## config.mk

```make
export PLATFORM = sky130hd
export DESIGN_NAME = heap_sort_seq_ctrl
export DESIGN_NICKNAME = d
export VERILOG_FILES = /design/src/rtl/heap_sort_seq_ctrl.sv
export SDC_FILE = /design/constraint.sdc
export NUM_CORES = 2
export LEC_CHECK = 0
export BUFFER_PORTS_ARGS = -buffer_cell sky130_fd_sc_hd__buf_4
export CAP_MARGIN = 5
export CORE_ASPECT_RATIO = 1.2
export CORE_UTILIZATION = 65
export CTS_CLUSTER_DIAMETER = 50
export DETAILED_ROUTE_END_ITERATION = 6
export GPL_TIMING_DRIVEN = 0
export PLACE_DENSITY = 0.85
export SYNTH_ARGS = -nofsm -noshare
export SYNTH_HDL_FRONTEND = slang
export SYNTH_SLANG_ARGS = --single-unit
export TNS_END_PERCENT = 50
```

## constraint.sdc

```tcl
create_clock -name clk -period 25.2 [get_ports clk]
set_input_delay 5.04 -clock clk [delete_from_list [all_inputs] [get_ports clk]]
set_output_delay 5.04 -clock clk [all_outputs]
set_load 0.005 [all_outputs]
```

## src/rtl/heap_sort_seq_ctrl.sv

```systemverilog
// Sequential in-place heap sorter: collects a batch over valid/ready, heapifies and sorts it
// with one sift step per cycle (two comparators, one swap), then streams the result out.
module heap_sort_seq_ctrl #(
    parameter int ARRAY_SIZE   = 32,
    parameter int ELEMENT_SIZE = 32,
    parameter bit DESCENDING   = 1'b0
) (
    input  logic                              clk,
    input  logic                              rst,
    input  logic                              in_valid,
    output logic                              in_ready,
    input  logic [ELEMENT_SIZE-1:0]           in_data,
    input  logic                              in_last,
    output logic                              out_valid,
    input  logic                              out_ready,
    output logic [ELEMENT_SIZE-1:0]           out_data,
    output logic                              out_last,
    output logic                              busy,
    output logic [$clog2(ARRAY_SIZE+1)-1:0]   batch_len
);

    localparam int AW = $clog2(ARRAY_SIZE);
    localparam int IW = AW + 1;
    localparam int CW = $clog2(ARRAY_SIZE + 1);

    typedef enum logic [2:0] {
        LOAD,
        BUILD,
        SORT_SWAP,
        SORT_SIFT,
        DRAIN
    } state_t;

    state_t                  state_q;
    logic [CW-1:0]           count_q;
    logic [CW-1:0]           batch_len_q;
    logic [IW-1:0]           n_q;
    logic [IW-1:0]           m_q;
    logic [IW-1:0]           i_q;
    logic [IW-1:0]           k_q;
    logic [IW-1:0]           j_q;
    logic                    in_ready_q;
    logic                    out_valid_q;
    logic                    out_last_q;
    logic                    busy_q;
    logic [ELEMENT_SIZE-1:0] out_data_q;

    logic [ELEMENT_SIZE-1:0] mem [ARRAY_SIZE];

    assign in_ready  = in_ready_q;
    assign out_valid = out_valid_q;
    assign out_data  = out_data_q;
    assign out_last  = out_last_q;
    assign busy      = busy_q;
    assign batch_len = batch_len_q;

    function automatic logic better(input logic [ELEMENT_SIZE-1:0] a,
                                    input logic [ELEMENT_SIZE-1:0] b);
        return DESCENDING ? (a < b) : (a > b);
    endfunction

    // Sift step datapath: children are one bit wider than n so 2n+2 cannot wrap.
    logic [IW:0]             l_idx;
    logic [IW:0]             r_idx;
    logic                    l_ok;
    logic                    r_ok;
    logic [ELEMENT_SIZE-1:0] v_n;
    logic [ELEMENT_SIZE-1:0] v_l;
    logic [ELEMENT_SIZE-1:0] v_r;
    logic [ELEMENT_SIZE-1:0] v_best;
    logic [IW-1:0]           best_idx;
    logic                    sift_swap;

    always_comb begin
        l_idx    = {n_q, 1'b0} + (IW+1)'(1);
        r_idx    = {n_q, 1'b0} + (IW+1)'(2);
        l_ok     = l_idx < {1'b0, m_q};
        r_ok     = r_idx < {1'b0, m_q};
        v_n      = mem[n_q[AW-1:0]];
        v_l      = l_ok ? mem[l_idx[AW-1:0]] : '0;
        v_r      = r_ok ? mem[r_idx[AW-1:0]] : '0;
        best_idx = n_q;
        v_best   = v_n;
        if (l_ok && better(v_l, v_best)) begin
            best_idx = l_idx[IW-1:0];
            v_best   = v_l;
        end
        if (r_ok && better(v_r, v_best)) begin
            best_idx = r_idx[IW-1:0];
            v_best   = v_r;
        end
        sift_swap = (best_idx != n_q);
    end

    logic                    handshake_in;
    logic                    handshake_out;
    logic [CW-1:0]           len_next;
    logic [IW-1:0]           half_m1;
    logic [IW-1:0]           j_next;
    logic [IW-1:0]           last_idx;

    always_comb begin
        handshake_in  = in_valid && in_ready_q;
        handshake_out = out_valid_q && out_ready;
        len_next      = count_q + CW'(1);
        half_m1       = (IW'(len_next) >> 1) - IW'(1);
        j_next        = j_q + IW'(1);
        last_idx      = IW'(batch_len_q) - IW'(1);
    end

    // Two write ports: load uses one, a swap uses both.
    logic                    we0;
    logic                    we1;
    logic [AW-1:0]           wa0;
    logic [AW-1:0]           wa1;
    logic [ELEMENT_SIZE-1:0] wd0;
    logic [ELEMENT_SIZE-1:0] wd1;

    always_comb begin
        we0 = 1'b0;
        we1 = 1'b0;
        wa0 = '0;
        wa1 = '0;
        wd0 = '0;
        wd1 = '0;
        case (state_q)
            LOAD: begin
                if (handshake_in) begin
                    we0 = 1'b1;
                    wa0 = count_q[AW-1:0];
                    wd0 = in_data;
                end
            end
            BUILD, SORT_SIFT: begin
                if (sift_swap) begin
                    we0 = 1'b1;
                    we1 = 1'b1;
                    wa0 = n_q[AW-1:0];
                    wd0 = v_best;
                    wa1 = best_idx[AW-1:0];
                    wd1 = v_n;
                end
            end
            SORT_SWAP: begin
                we0 = 1'b1;
                we1 = 1'b1;
                wa0 = '0;
                wd0 = mem[k_q[AW-1:0]];
                wa1 = k_q[AW-1:0];
                wd1 = mem[0];
            end
            default: ;
        endcase
    end

    always_ff @(posedge clk) begin
        if (we0) mem[wa0] <= wd0;
        if (we1) mem[wa1] <= wd1;
    end

    always_ff @(posedge clk or posedge rst) begin
        if (rst) begin
            state_q     <= LOAD;
            count_q     <= '0;
            batch_len_q <= '0;
            n_q         <= '0;
            m_q         <= '0;
            i_q         <= '0;
            k_q         <= '0;
            j_q         <= '0;
            in_ready_q  <= 1'b1;
            out_valid_q <= 1'b0;
            out_last_q  <= 1'b0;
            busy_q      <= 1'b0;
            out_data_q  <= '0;
        end else begin
            case (state_q)
                LOAD: begin
                    if (handshake_in) begin
                        count_q <= len_next;
                        if (in_last || count_q == CW'(ARRAY_SIZE - 1)) begin
                            batch_len_q <= len_next;
                            in_ready_q  <= 1'b0;
                            busy_q      <= 1'b1;
                            if (count_q == '0) begin
                                // Single element: mem[0] is being written now, forward it.
                                state_q     <= DRAIN;
                                out_valid_q <= 1'b1;
                                out_data_q  <= in_data;
                                out_last_q  <= 1'b1;
                                j_q         <= '0;
                            end else begin
                                state_q <= BUILD;
                                m_q     <= IW'(len_next);
                                i_q     <= half_m1;
                                n_q     <= half_m1;
                            end
                        end
                    end
                end
                BUILD: begin
                    if (sift_swap) begin
                        n_q <= best_idx;
                    end else if (i_q == '0) begin
                        state_q <= SORT_SWAP;
                        k_q     <= m_q - IW'(1);
                    end else begin
                        i_q <= i_q - IW'(1);
                        n_q <= i_q - IW'(1);
                    end
                end
                SORT_SWAP: begin
                    state_q <= SORT_SIFT;
                    n_q     <= '0;
                    m_q     <= k_q;
                end
                SORT_SIFT: begin
                    if (sift_swap) begin
                        n_q <= best_idx;
                    end else if (k_q == IW'(1)) begin
                        state_q     <= DRAIN;
                        out_valid_q <= 1'b1;
                        out_data_q  <= mem[0];
                        out_last_q  <= 1'b0;
                        j_q         <= '0;
                    end else begin
                        k_q     <= k_q - IW'(1);
                        state_q <= SORT_SWAP;
                    end
                end
                DRAIN: begin
                    if (handshake_out) begin
                        if (out_last_q) begin
                            state_q     <= LOAD;
                            count_q     <= '0;
                            out_valid_q <= 1'b0;
                            out_last_q  <= 1'b0;
                            busy_q      <= 1'b0;
                            in_ready_q  <= 1'b1;
                        end else begin
                            j_q        <= j_next;
                            out_data_q <= mem[j_next[AW-1:0]];
                            out_last_q <= (j_next == last_idx);
                        end
                    end
                end
                default: state_q <= LOAD;
            endcase
        end
    end

endmodule

```

==> results of run 1 <==
-- cell families after synthesis --
group / after synthesis
AOI/OAI and AO/OA: 416
xor gates and xnor gates: 35
adders and majority gates: 85
buffers and inverters: 718
DFF: 1105
muxes: 2404
and+or+nand+nor: 519
-- routing by layer --
metal,GRT usage (%),GRT overflow
met5,52.4,0
met4,75.9,5
met3,74.2,0
met2,92.2,5
met1,82.2,0
-- per-stage QoR --
step	worst slack, ns	setup TNS [ns]	instance area (um2)
4_1_cts	8.96	0	93600
3_5_place_dp	9.02	0	88700
3_3_place_gp	-1.49	-134.98	85500
2_1_floorplan	15.07	0	82900
==> run_summary.xml, run 1 <==
<?xml version="1.0" encoding="UTF-8"?>
<metrics>
  <group name="synth">
    <metric name="yosysWarnings" unit="">0</metric>
    <metric name="synth_top_family_by_area" unit="">multiplexers</metric>
    <metric name="muxShareOfSynthArea" unit="%">48.4</metric>
    <metric name="synth_area_per_cell" unit="um2">15.7</metric>
    <metric name="synth_top_area_share" unit="%">37.1</metric>
    <metric name="yosys.cell_count.top_type" unit="">mux4_2</metric>
    <metric name="post_synth_instance_area" unit="mm2">0.0829</metric>
    <metric name="synth-compound-area-share" unit="%">3.66</metric>
    <metric name="netlist_top_cells_count" unit="">mux4_2, mux2i_1, edfxtp_1</metric>
    <metric name="synthCells" unit="">5282</metric>
    <metric name="ys_top_cells_by_area" unit="">edfxtp_1, mux4_2, mux2i_1</metric>
    <metric name="synthXorXnorAreaFrac" unit="%">0.370</metric>
    <metric name="synthSimpleGateAreaFrac" unit="%">3.26</metric>
    <metric name="yosysUniqueCellTypes" unit="">82</metric>
    <metric name="synth_ff_type" unit="">edfxtp_1</metric>
    <metric name="seq_area_frac_synth" unit="%">39.6</metric>
    <metric name="synth_adder_area_share" unit="%">1.28</metric>
    <metric name="synthArstFlopShare" unit="%">7.33</metric>
    <metric name="synth-edff-count" unit="">1024</metric>
    <metric name="synth_seq_cells" unit="">1105</metric>
    <metric name="syn_nets" unit="">5404</metric>
    <metric name="synth.largest_area_cell" unit="">edfxtp_1</metric>
  </group>
  <group name="clock_network">
    <metric name="cts_max_path_buffers" unit="">3</metric>
    <metric name="clock_sinks" unit="">1105</metric>
    <metric name="cts.repair_timing.setup_buffer_count" unit="">0</metric>
    <metric name="ctsHtreeMaxLevel" unit="">4</metric>
    <metric name="cts_inserted_buffers" unit="">139</metric>
    <metric name="cts_repair_resize_count" unit="">0</metric>
    <metric name="cts.root.buffer_cell" unit="">clkbuf_16</metric>
    <metric name="ctsHoldBuffers" unit="">0</metric>
  </group>
  <group name="placed_design">
    <metric name="gpl.final_weighted_congestion" unit="">1.19</metric>
    <metric name="place.detailed.instances" unit="">7147</metric>
    <metric name="port_buffers" unit="">78</metric>
    <metric name="place.detailed.hpwl" unit="um">336000</metric>
  </group>
  <group name="global_routing">
    <metric name="grt_pass1_vias" unit="">75700</metric>
    <metric name="grtUsageTotal" unit="%">81.6</metric>
    <metric name="global_route.overflow_total" unit="">10</metric>
    <metric name="grt_start_max_net_pins" unit="">48</metric>
    <metric name="first_pass_grt_wire_length" unit="um">692000</metric>
  </group>
  <group name="die">
    <metric name="number_of_cell_rows" unit="">143</metric>
    <metric name="floorplan.io_pins" unit="">79</metric>
    <metric name="die_w" unit="um">328</metric>
    <metric name="die_height" unit="um">393</metric>
    <metric name="starting_density_of_the_core" unit="%">65.5</metric>
  </group>
  <group name="outcome">
    <metric name="error_line" unit="">[ERROR GRT-0116] Global routing finished with congestion. Check the congestion regions in the DRC Viewer.</metric>
    <metric name="status" unit="">stopped before the end</metric>
    <metric name="flow.stopped_at" unit="">global routing</metric>
  </group>
</metrics>
==> run 2, diff against run 1 <==
--- a/config.mk
+++ b/config.mk
@@ -7,12 +7,10 @@
 export LEC_CHECK = 0
 export BUFFER_PORTS_ARGS = -buffer_cell sky130_fd_sc_hd__buf_4
 export CAP_MARGIN = 5
-export CORE_ASPECT_RATIO = 1.2
-export CORE_UTILIZATION = 65
-export CTS_CLUSTER_DIAMETER = 50
+export CORE_UTILIZATION = 40
 export DETAILED_ROUTE_END_ITERATION = 6
 export GPL_TIMING_DRIVEN = 0
-export PLACE_DENSITY = 0.85
+export PLACE_DENSITY_LB_ADDON = 0.15
 export SYNTH_ARGS = -nofsm -noshare
 export SYNTH_HDL_FRONTEND = slang
 export SYNTH_SLANG_ARGS = --single-unit
==> run 2 against run 1 <==
  * The flow now finishes, with violations (DRC, capacitance limit, slew limit)
  * Synthesized area is the same
  * Synthesized cell count is the same
==> run_summary.xml, run 2 <==
<?xml version="1.0" encoding="UTF-8"?>
<metrics>
  <group name="worst_hold_path">
    <metric name="holdCritStartpoint" unit="">out_data[14]</metric>
    <metric name="hold_path_cells" unit="">1</metric>
    <metric name="worst_hold_check_path_type" unit="">flip-flop to flip-flop</metric>
  </group>
  <group name="synth">
    <metric name="seq_area_frac_synth" unit="%">39.6</metric>
    <metric name="synth_seq_cells" unit="">1105</metric>
    <metric name="synthCells" unit="">5282</metric>
    <metric name="syn_nets" unit="">5404</metric>
    <metric name="synthArstFlopShare" unit="%">7.33</metric>
    <metric name="yosys.cell_count.top_type" unit="">mux4_2</metric>
    <metric name="synth_top_area_share" unit="%">37.1</metric>
    <metric name="synth_area_per_cell" unit="um2">15.7</metric>
    <metric name="post_synth_instance_area" unit="mm2">0.0829</metric>
    <metric name="ys_top_cells_by_area" unit="">edfxtp_1, mux4_2, mux2i_1</metric>
    <metric name="synth_ff_type" unit="">edfxtp_1</metric>
    <metric name="synth-edff-count" unit="">1024</metric>
    <metric name="synth.largest_area_cell" unit="">edfxtp_1</metric>
    <metric name="netlist_top_cells_count" unit="">mux4_2, mux2i_1, edfxtp_1</metric>
    <metric name="yosysUniqueCellTypes" unit="">82</metric>
    <metric name="yosysWarnings" unit="">0</metric>
  </group>
  <group name="clock_network">
    <metric name="cts_repair_resize_count" unit="">0</metric>
    <metric name="ctsHoldBuffers" unit="">0</metric>
    <metric name="cts.repair_timing.setup_buffer_count" unit="">0</metric>
    <metric name="cts.root.buffer_cell" unit="">clkbuf_16</metric>
    <metric name="cts_max_path_buffers" unit="">3</metric>
    <metric name="clock_sinks" unit="">1105</metric>
    <metric name="clk_latency" unit="ns">0.86</metric>
    <metric name="worst_setup_hold_path_clk_slew" unit="ns">0.06</metric>
    <metric name="cts_inserted_buffers" unit="">143</metric>
    <metric name="cts_tree" unit="">built</metric>
    <metric name="ctsHtreeMaxLevel" unit="">4</metric>
  </group>
  <group name="die">
    <metric name="fp.dieArea" unit="mm2">0.209</metric>
    <metric name="floorplan.io_pins" unit="">79</metric>
    <metric name="die_w" unit="um">457</metric>
    <metric name="die_height" unit="um">457</metric>
    <metric name="starting_density_of_the_core" unit="%">40.4</metric>
    <metric name="number_of_cell_rows" unit="">166</metric>
    <metric name="core_area" unit="mm2">0.205</metric>
  </group>
  <group name="timing">
    <metric name="worst-slew-pin-transition" unit="ns">1.69</metric>
    <metric name="period_share" unit="%">70.6</metric>
    <metric name="clock_skew" unit="ns">0.0351</metric>
    <metric name="unrepaired_setup_endpoints_after_global_routing" unit="">no</metric>
    <metric name="final_hold_slack" unit="ns">0.475</metric>
    <metric name="timing.final.hold_violations" unit="">0</metric>
    <metric name="max-slew-margin-rel" unit="%">-12.9</metric>
    <metric name="finalSetupViolCount" unit="">0</metric>
    <metric name="fmax" unit="MHz">56.2</metric>
    <metric name="min_period" unit="ns">17.80</metric>
    <metric name="report.final.slew_viol_count" unit="">137</metric>
  </group>
  <group name="setup_path">
    <metric name="r2r.worst_path.cells" unit="">33</metric>
    <metric name="worstSetupStartpointType" unit="">flip-flop</metric>
    <metric name="timing.critical_path.slowest_stage_cell" unit="">nor4_2</metric>
    <metric name="crit_path_start" unit="">n_q[0]</metric>
    <metric name="critical-path-max-stage-delay" unit="ns">1.12</metric>
    <metric name="worstPathRequired" unit="ns">25.74</metric>
    <metric name="crit_path_max_fanout" unit="">11</metric>
    <metric name="worstReg2RegStart" unit="">n_q[0]</metric>
    <metric name="cp-end-kind" unit="">flip-flop</metric>
    <metric name="critical_path.most_common_cell" unit="">buf_2</metric>
    <metric name="cp_class" unit="">flip-flop to flip-flop</metric>
    <metric name="cp.arrival" unit="ns">18.34</metric>
  </group>
  <group name="finish">
    <metric name="multi_input_comb_area" unit="mm2">0.0477</metric>
    <metric name="most-common-layout-cells" unit="">mux4_2, mux2i_1, edfxtp_1</metric>
    <metric name="area_growth_syn_to_layout" unit="%">16.6</metric>
    <metric name="largest_register_ffs" unit="">1024</metric>
    <metric name="drive_above_1_share" unit="%">39.4</metric>
    <metric name="fill_cells" unit="">18000</metric>
    <metric name="seqCellArea" unit="mm2">0.0328</metric>
    <metric name="final_nets" unit="">5819</metric>
    <metric name="mostFrequentLayoutCell" unit="">mux4_2</metric>
    <metric name="top_register" unit="">mem</metric>
  </group>
  <group name="job">
    <metric name="maxCapViolations" unit="">15</metric>
  </group>
  <group name="global_routing">
    <metric name="antenna_found_initial" unit="">67</metric>
    <metric name="grt_start_max_net_pins" unit="">55</metric>
    <metric name="grtUsageTotal" unit="%">53.1</metric>
    <metric name="global_route.overflow_total" unit="">0</metric>
    <metric name="first_pass_grt_wire_length" unit="um">704000</metric>
    <metric name="grt_pass1_vias" unit="">65600</metric>
  </group>
  <group name="placed_design">
    <metric name="port_buffers" unit="">78</metric>
    <metric name="place.detailed.hpwl" unit="um">408000</metric>
    <metric name="gpl.final_weighted_congestion" unit="">1.05</metric>
  </group>
  <group name="detailed_routing">
    <metric name="antenna_left" unit="">0</metric>
    <metric name="detailed_route_drc_error_count" unit="">30</metric>
    <metric name="vias" unit="">72800</metric>
    <metric name="top_metal_layer_carrying_routed_signals" unit="">met5</metric>
    <metric name="met2WireLength" unit="um">219000</metric>
    <metric name="wl_met1" unit="um">194000</metric>
    <metric name="post_drt_wl_per_cell" unit="um">65.7</metric>
    <metric name="drt-total-wl" unit="um">564000</metric>
    <metric name="drtPass1Iterations" unit="">7</metric>
    <metric name="wl_met3" unit="um">99000</metric>
    <metric name="post_drt_via_cell_ratio" unit="">8.48</metric>
    <metric name="drt-initial-drc-count" unit="">15700</metric>
  </group>
  <group name="power">
    <metric name="sw_frac_of_total" unit="%">22.7</metric>
    <metric name="cellPowerDensity" unit="mW/mm2">43.2</metric>
    <metric name="power.net_switching" unit="W">0.000947</metric>
    <metric name="p_int" unit="W">0.00322</metric>
    <metric name="max-vdd-ir-drop" unit="uV">77.5</metric>
    <metric name="sequential_power_share" unit="%">47.3</metric>
    <metric name="finalPower" unit="W">0.00417</metric>
    <metric name="pwr-share-clk" unit="%">52.3</metric>
    <metric name="p_comb_share" unit="%">0.3</metric>
    <metric name="leakage_dissipation" unit="nW">36.1</metric>
  </group>
  <group name="outcome">
    <metric name="status" unit="">complete, but fails checks</metric>
    <metric name="failed_checks" unit="">DRC, capacitance limit, slew limit</metric>
  </group>
</metrics>
==> run 2: cell type report <==
class	count	area share (%)
multi-input combinational	3459	49.3
sequential	1105	33.9
timing repair buffer	270	4.82
clock buffer	198	4.13
tap	2688	3.48
buffer	679	3.17
clock inverter	69	0.792
antenna	74	0.192
inverter	39	0.157
==> run 2: cells by family after synthesis <==
kind of cell    share of synthesized area, %
mux                                     48.4
compound gates                          3.66
fa+ha+maj                               1.28
buf+inv                                 3.52
flops                                   39.6
xor+xnor                               0.370
simple gates                            3.26
==> run 2: worst paths after layout <==
path | to | slack [ns]
worst max-delay path | mem[14][15] | 7.40
worst min-delay path | out_data[14] | 0.47
worst max register to register | mem[14][15] | 7.40
worst min register to register | out_data[14] | 0.47
max in group asynchronous | out_data[18] | 20.11
min in group asynchronous | out_data[21] | 4.21
==> run 2: power by group through the flow <==
stage | Combinational [W] | Sequential [W] | Clock (W)
after floorplan | 0.00000208 | 0.00201 | 0
after global placement | 0.0000128 | 0.00201 | 0
after detailed placement | 0.0000136 | 0.00201 | 0
after CTS | 0.0000136 | 0.00197 | 0.00216
after global routing | 0.0000139 | 0.00197 | 0.00222
final | 0.0000140 | 0.00197 | 0.00218
==> run 2: stage by stage <==
stage | util, % | instance area, um2 | TNS (ns) | std cells | setup WS (ns)
floorplan | - | 82900 | 0 | 5282 | 15.07
global placement | 42.3 | 86800 | -688.51 | 8048 | -3.10
detailed placement | 44.6 | 91600 | 0 | 8234 | 8.75
CTS | 46.9 | 96300 | 0 | 8501 | 8.71
global route | 47.0 | 96500 | 0 | 8511 | 8.33
finish | 47.1 | 96600 | 0 | 8581 | 7.40
==> run 2: critical path: cells and delay by family (launching register included) <==
kind	cells	cell delay (ns)
compound gates	6	3.57
fa+ha+maj	2	0.48
buf+inv	12	6.17
flops	1	0.44
mux	3	1.25
simple gates	10	5.33
==> run 2: routing by layer <==
layer  vias to the layer above  track usage (%)
li1                      23400                -
met4                        42             38.8
met2                      9121             69.0
met5                         -             4.00
met3                      2243             30.9
met1                     38000             63.9
Note: power is estimated with default switching activity, not from simulation.
